===== src/rtl/bcd_stopwatch.sv =====
// bcd_stopwatch: SS.hh BCD stopwatch (00.00-59.99) with edge-triggered start/stop and clear
module bcd_stopwatch #(
  parameter int TICK_DIV = 500000
) (
  input  logic       clk,
  input  logic       rst,
  input  logic       start_stop,
  input  logic       clear,
  output logic [3:0] d0,
  output logic [3:0] d1,
  output logic [3:0] d2,
  output logic [3:0] d3,
  output logic       running,
  output logic       wrap
);
  localparam int PW = (TICK_DIV > 1) ? $clog2(TICK_DIV) : 1;
  logic          ss_q, clr_q, prev_start_stop, prev_clear;
  logic [PW-1:0] presc;
  logic          ss_edge, clr_edge, tick, c0, c1, c2, c3;
  assign ss_edge  = ss_q & ~prev_start_stop;
  assign clr_edge = clr_q & ~prev_clear;
  assign tick     = running && presc == PW'(TICK_DIV - 1);
  assign c0       = tick && d0 == 4'd9;
  assign c1       = c0 && d1 == 4'd9;
  assign c2       = c1 && d2 == 4'd9;
  assign c3       = c2 && d3 == 4'd5;
  always_ff @(posedge clk or posedge rst)
    if (rst) begin
      ss_q            <= 1'b0;
      clr_q           <= 1'b0;
      prev_start_stop <= 1'b0;
      prev_clear      <= 1'b0;
      running         <= 1'b0;
      wrap            <= 1'b0;
      presc           <= '0;
      d0              <= 4'd0;
      d1              <= 4'd0;
      d2              <= 4'd0;
      d3              <= 4'd0;
    end else begin
      ss_q            <= start_stop;
      clr_q           <= clear;
      prev_start_stop <= ss_q;
      prev_clear      <= clr_q;
      running         <= running ^ ss_edge;
      wrap            <= c3 && !clr_edge;
      // clear wins over a coincident tick; that tick is simply dropped
      if (clr_edge) begin
        presc <= '0;
        d0    <= 4'd0;
        d1    <= 4'd0;
        d2    <= 4'd0;
        d3    <= 4'd0;
      end else begin
        if (running) presc <= tick ? '0 : presc + 1'b1;
        if (tick) d0 <= c0 ? 4'd0 : d0 + 4'd1;
        if (c0) d1 <= c1 ? 4'd0 : d1 + 4'd1;
        if (c1) d2 <= c2 ? 4'd0 : d2 + 4'd1;
        if (c2) d3 <= c3 ? 4'd0 : d3 + 4'd1;
      end
    end
endmodule


===== config.mk =====
export PLATFORM = sky130hd
export DESIGN_NAME = bcd_stopwatch
export DESIGN_NICKNAME = d
export VERILOG_FILES = /design/src/rtl/bcd_stopwatch.sv
export SDC_FILE = /design/constraint.sdc
export NUM_CORES = 1
export LEC_CHECK = 0
export ABC_AREA = 1
export CAP_MARGIN = 20
export CORE_ASPECT_RATIO = 0.6
export CORE_UTILIZATION = 36
export CTS_BUF_LIST = sky130_fd_sc_hd__clkbuf_4 sky130_fd_sc_hd__clkbuf_8
export DETAILED_ROUTE_END_ITERATION = 8
export PLACE_DENSITY = 0.52
export SLEW_MARGIN = 20
export SYNTH_ARGS = -nofsm -noshare
export SYNTH_HDL_FRONTEND = slang
export SYNTH_SLANG_ARGS = --single-unit

===== constraint.sdc =====
create_clock -name clk -period 3.1 [get_ports clk]
set_clock_uncertainty 0.1 [all_clocks]
set_input_delay 0.62 -clock clk [delete_from_list [all_inputs] [get_ports clk]]
set_output_delay 0.62 -clock clk [all_outputs]
set_load 0.02 [all_outputs]

==> summary.md, run 1 <==
| Metric | Value |
|---|---|
| Outcome | finished, final reports clean |
| Post-DP HPWL | 4090 microns |
| Post-CTS sizing | 0 |
| Total core area | 0.00630 sq mm |
| Setup WS post-layout | 0.956 ns |
| Proportion of layout cells with a drive suffix above 1 | 10.2% |
| Antenna-violating nets left | 0 |
| FP Rows | 22 |
| Predominant post-synthesis flop cell | dfrtp_1 |
| Critical path required time | 3.18 ns |
| Main area contributors after synthesis | dfrtp_1, nand2_1, nor2_1 |
| Worst Setup Start Kind | register |
| Detailed Route Iter0 Violations | 99 |
| CTS clk-pin slew, worst paths | 0.08 ns |
| Mapped cell area | 0.00243 sq mm |
| Count of different cell masters after synthesis | 30 |
| Worst Setup Path Type | register to register |
| Hold Fails Final Rpt | 0 |
| Wire per inst | 13.2 microns |
| Total power | 1.17 mW |
| Cell count after synthesis | 308 |
| Largest net degree at the start of global routing | 42 |
| N_diodes | 0 |
| Critical path arrival | 2.23 ns |
| Clock Latency Late Sink | 0.30 ns |
| Number of port buffers | 21 |
| Max_slew headroom | 62.8% |
| Post-synth top area share | 42.2% |
| CTS root buffer | clkbuf_8 |
| CTS tree | done |
| Global-route wire length before repair | 9400 microns |
| Most frequent cells after synthesis | nand2_1, nor2_1, inv_1 |
| Clock sinks | 41 |
| Nets | 346 |
| Post-synth ARST share | 100% |
| Setup TNS | 0 ns |
| Total number of H-tree levels | 2 |
| Worst Path Max Fanout | 21 |
| Post-synth EDFFs | 0 |
| RSZ-0062 raised after global routing | no |
| Synthesis-stage register bit count | 41 |
| WL final | about 5500 microns |
| Post-synthesis sequential area ratio | 42.2% |
| Worst min path class | register to register |
| Num ports | 22 |
| Routed via count | 1963 |
| Synth Area per Inst | 7.90 sq um |
| Max cap viols | 0 |
| Crit path capture type | register |
| Top-count cell post-synth | nand2_1 |
| Area leader, netlist | dfrtp_1 |
| Vias per cell | 4.71 |
| Syn Nets | 321 |
| Tmin final | between 2 and 2.5 ns |
| Area Growth Syn to Fin | 15.8% |
| Pleak | 1.27 nW |
| VDD IR max | 0.257 mV |
| Worst slew pin tran | around 0.56 ns |
| PD cells | approximately 420 mW/mm^2 |
| Fin cells | 417 |
| Die area | 0.00710 sq mm |
| Final Cycle Share | 69.1% |
| Die height | 65.7 microns |
| Fmax achieved | 466 MHz |
| Hold slack final | 0.285 ns |
| Number of global-route vias before repair | about 1800 |
| CTS buffer count | 5 |
| Setup violators final | 0 |
| Drc violations | 0 |
| Post-CTS Setup Bufs | 0 |
| 1st-pass router iterations | 5 |
| Post-CTS Hold Fix Bufs | 0 |
| Initial antenna violation count | 0 |
| Maximum buffer depth of the clock tree | 2 |
| Total track usage | between 10% and 20% |
| Horiz. Die Dim | 108 microns |
| Initial Util | 38.6% |
| Fin. max-slew vios | 0 |
| Placed Instances | between 400 and 500 |
| Global route overflow | 0 |
| Synthesis warning total | 0 |
| Setup WS pre-CTS | 0.954 ns |
| Routability cong. | between 0.8 and 0.9 |
-- sequential cells by signal, summed over array words and instances (netlist names) --
register         flops
clr_q                1
d0                   4
d1                   4
d2                   4
d3                   4
presc               19
prev_clear           1
prev_start_stop      1
running              1
ss_q                 1
wrap                 1
-- final timing paths --
path	from	to	cells past startpoint	slack [ns]
hold / removal	ss_q$_DFF_PP0_	prev_start_stop$_DFF_PP0_	0	0.29
setup reg to reg	clr_q$_DFF_PP0_	presc[15]$_DFFE_PP0P_	7	0.96
min in group asynchronous	rst	presc[3]$_DFFE_PP0P_	3	0.65
hold reg to reg	ss_q$_DFF_PP0_	prev_start_stop$_DFF_PP0_	0	0.29
setup / recovery	clr_q$_DFF_PP0_	presc[15]$_DFFE_PP0P_	7	0.96
max in group asynchronous	rst	d0[0]$_DFFE_PP0P_	3	1.87
-- final cells by class --
type,instances,area (sq um)
repair buffers,22,218
clock buffers,7,90.1
inverters,47,176
flip-flops and latches,41,1030
multi-input cells,216,1200
fillers,629,3490
well taps,84,105
-- worst max-delay path: stages, from the launching register on --
cell,delay [ns]
dfrtp_1,0.36
inv_1,0.05
nor2_2,0.18
clkinv_1,0.44
nand2_2,0.52
nor2_1,0.18
nand3_1,0.12
o21ai_0,0.07
-- metal layers --
layer	up-vias	part of all wire, %	global-route usage (%)	routed length, microns
met4	0	0.45	4.11	25
met1	900	60	29.7	3290
met3	2	4.2	4.76	232
li1	1027	-	-	-
met5	-	0	0	0
met2	34	36	21.3	1960
-- stage by stage --
| step | util [%] | cell area, sq um |
|---|---|---|
| 2_1_floorplan | - | 2430 |
| 3_3_place_gp | 43.3 | 2730 |
| 3_5_place_dp | 43.3 | 2730 |
| 4_1_cts | 44.7 | 2820 |
| 5_1_grt | 44.7 | 2820 |
| 6_report | 44.7 | 2820 |
-- where the power goes --
group | leakage (nW) | switching [mW] | internal, mW
Combinational | 0.666 | 0.134 | 0.0545
Clock | 0.0477 | 0.194 | 0.186
Sequential | 0.557 | 0.0360 | 0.565
Total | 1.27 | 0.365 | 0.805
-- placed cells by master (no fill, tap or decap) --
cell type and count:
nand2_1 58, nor2_1 43, inv_1 42, dfrtp_1 41, nand3_1 22, clkdlybuf4s50_1 21
nand4_1 13, xor2_1 13, nor3_1 11, ha_1 9, nor2_2 7, a21oi_1 6
o21ai_0 6, clkbuf_8 6, nand2_2 5, o21ai_1 5, nor2_4 4, inv_2 4
xnor2_1 3, nand3_2 2, nor3_4 2, clkinv_1 1, nand4_4 1, nand3b_2 1
a31oi_1 1, nor4_1 1, o22ai_1 1, o31ai_1 1, o21a_1 1, clkbuf_4 1
buf_4 1
-- logic make-up after synthesis --
kind of cell / after synthesis / synth area share (%)
compound gates: 21 / 4.63
fa+ha+maj: 9 / 4.63
flops: 41 / 42.2
xor+xnor: 16 / 5.76
simple gates: 170 / 34.4
buf+inv: 51 / 8.43
Note: power is estimated with default switching activity, not from simulation.
==> inputs of run 2 (changes only) <==
==> constraint.sdc (replaced) <==
create_clock -name clk -period 2 [get_ports clk]
set_clock_uncertainty 0.1 [all_clocks]
set_input_delay 0.4 -clock clk [delete_from_list [all_inputs] [get_ports clk]]
set_output_delay 0.4 -clock clk [all_outputs]
set_load 0.02 [all_outputs]
==> run 2 against run 1 <==
Compared with the run above: critical path depth is 6 lower; global-route usage is 0.14 points higher; clock-buffer cell count stayed put; sequential share of layout area is 0.78 points lower; combinational power is 76% higher; critical endpoint is now d1[0]; highest routed layer unchanged; cell area is 2.2% higher.
==> summary.md, run 2 (synthesized netlist as in run 1, its figures left out) <==
| Metric | Value |
|---|---|
| Outcome | finished, final reports clean |
| Antenna-violating nets left | 0 (unchanged) |
| Global route overflow | 0 (unchanged) |
| Initial antenna violation count | 0 (unchanged) |
| Max cap viols | 0 (unchanged) |
| Number of global-route vias before repair | 1897 (+5.6%) |
| Post-CTS Hold Fix Bufs | 0 (unchanged) |
| Max_slew headroom | 72.5% (+9.6 points) |
| Most frequent cells in the layout | nand2_1, nor2_1, inv_1 |
| Total power | 1.87 mW (+60%) |
| Worst min path class | register to register |
| Hold Fails Final Rpt | 0 (unchanged) |
| Fmax achieved | 524 MHz |
| Routed via count | 2031 (+3.5%) |
| Proportion of layout cells with a drive suffix above 1 | 11.8% (+1.6 points) |
| CTS tree | done |
| Clock Latency Late Sink | 0.29 ns (about the same) |
| Nets | 351 (+1.4%) |
| Setup violators final | 0 (unchanged) |
| PD cells | 649 mW/mm^2 (+56%) |
| Die area | 0.00710 sq mm (unchanged) |
| Number of port buffers | 21 (unchanged) |
| Die height | 65.7 microns (unchanged) |
| Hold slack final | 0.275 ns (-0.0101 ns) |
| Critical path arrival | 1.41 ns (-0.82 ns) |
| R2R setup slack | 0.18 ns (-0.78 ns) |
| Vias per cell | 4.80 (+2.0%) |
| Num ports | 22 (unchanged) |
| Global-route wire length before repair | 9520 microns (+1.3%) |
| Cell depth of the worst hold path | 0 (unchanged) |
| Initial Util | 38.6% (unchanged) |
| Worst Path Max Fanout | 5 (-76%) |
| Max FFs per register | 19 (unchanged) |
| CTS clk-pin slew, worst paths | 0.08 ns (about the same) |
| Crit path capture type | primary output |
| Delay-heaviest family, CP | buffers and inverters |
| Setup WS pre-CTS | 0.222 ns (-0.732 ns) |
| CP cell instances | clkdlybuf4s50_1 |
| Pleak | 1.31 nW (+2.9%) |
| Critical path required time | 1.50 ns (-1.68 ns) |
| CTS buffer count | 5 (unchanged) |
| FF-to-FF End | presc[0]$_DFFE_PP0P_ |
| Fin. max-slew vios | 0 (unchanged) |
| Critical path's largest stage delay | 0.65 ns (+0.13 ns) |
| Post-CTS Setup Bufs | 0 (unchanged) |
| Fillers | 639 (+1.6%) |
| VDD IR max | 0.328 mV (+28%) |
| Post-DP HPWL | 4190 microns (+2.6%) |
| Area Growth Syn to Fin | 18.3% |
| Post-CTS sizing | 0 (unchanged) |
| Worst Hold End | prev_clear$_DFF_PP0_ |
| Wire per inst | 13.2 microns (+0.12%) |
| R2R cell count | 8 (+1) |
| Total track usage | 18.0% (+0.14 points) |
| CP bufs+invs | 1 (-1) |
| Total core area | 0.00630 sq mm (unchanged) |
| RSZ-0062 raised after global routing | no |
| Clock sinks | 41 (unchanged) |
| Final Cycle Share | a little over nine tenths |
| WL final | 5590 microns (+1.6%) |
| Worst Setup Path Type | register to primary output |
| CTS root buffer | clkbuf_8 |
| Detailed Route Iter0 Violations | 135 (+36%) |
| Setup WS post-layout | 0.0911 ns (-0.865 ns) |
| Horiz. Die Dim | 108 microns (unchanged) |
| Maximum buffer depth of the clock tree | 2 (unchanged) |
| Largest net degree at the start of global routing | 42 (unchanged) |
| Worst slew pin tran | 0.412 ns (-0.146 ns) |
| Total number of H-tree levels | 2 (unchanged) |
| Routability cong. | 0.883 (+7.9%) |
| R2r startpoint | presc[0]$_DFFE_PP0P_ |
| Setup TNS | 0 ns (unchanged) |
| N_diodes | 0 (unchanged) |
| Crit path max-delay cell type | clkdlybuf4s50_1 |
| Hold path startpoint | clr_q$_DFF_PP0_ |
| 1st-pass router iterations | 4 (-1) |
| Tmin final | 1.91 ns |
| Drc violations | 0 (unchanged) |
| FP Rows | 22 (unchanged) |
| Reg with most FFs | presc |
| Crit path depth | 1 (-6) |
| Commonest non-fill, non-tap cell in the layout | nand2_1 |
| Worst Setup Start Kind | register |
-- run 2: cell types whose count changed in the layout (fill, tap and decap cells not counted), sizes merged --
cell / change
clkinv: +1
buf: +5
-- run 2: how the worst max path moves through the flow --
stage | start | endpoint
after detailed placement | presc[0]$_DFFE_PP0P_ | presc[1]$_DFFE_PP0P_
after CTS | d1[0]$_DFFE_PP0P_ | d1[0]
after global routing | d1[0]$_DFFE_PP0P_ | d1[0]
after global placement | presc[0]$_DFFE_PP0P_ | presc[0]$_DFFE_PP0P_
after floorplan | d0[1]$_DFFE_PP0P_ | d3[0]$_DFFE_PP0P_
final | d1[0]$_DFFE_PP0P_ | d1[0]
-- run 2: stage by stage --
stage / std cells / cell area, sq um / utilization [%]
final: 423 / 2880 / 45.7
after global routing: 423 / 2880 / 45.7
after CTS: 423 / 2880 / 45.7
after detailed placement: 415 / 2780 / 44.1
after global placement: 415 / 2780 / 44.1
after floorplan: 308 / 2430 / -
-- run 2: per-layer routing --
metal | vias up | global-route usage (%) | wire length, microns
li1 | 1046 | - | -
met1 | 931 | 29.1 | 3140
met2 | 52 | 23.0 | 2030
met3 | 2 | 4.37 | 399
met4 | 0 | 3.94 | 24
met5 | - | 0 | 0
-- run 2: area by class of cell --
cell class                      count  area, sq um  share of cell area, %
Clock inverter                      1         5.00                  0.174
Inverter                           47          176                   6.13
Timing Repair Buffer               27          268                   9.30
Clock buffer                        7         96.3                   3.35
Multi-Input combinational cell    216         1200                   41.8
Tap cell                           84          105                   3.65
Sequential cell                    41         1030                   35.6
-- run 2: power breakdown --
group	leakage, nW	total [mW]	switching [mW]	internal (mW)
logic	0.696	0.333	0.232	0.101
registers	0.557	0.928	0.0532	0.875
clock network	0.0542	0.607	0.295	0.312
total	1.31	1.87	0.580	1.29
==> inputs of run 3 (changes only) <==
--- a/config.mk
+++ b/config.mk
@@ -10,6 +10,7 @@
 export CORE_ASPECT_RATIO = 0.6
 export CORE_UTILIZATION = 36
 export CTS_BUF_LIST = sky130_fd_sc_hd__clkbuf_4 sky130_fd_sc_hd__clkbuf_8
+export CTS_CLUSTER_SIZE = 16
 export DETAILED_ROUTE_END_ITERATION = 8
 export PLACE_DENSITY = 0.52
 export SLEW_MARGIN = 20
==> results of run 3 <==
The final DEF is identical to that of run 2; final timing and power are the same.
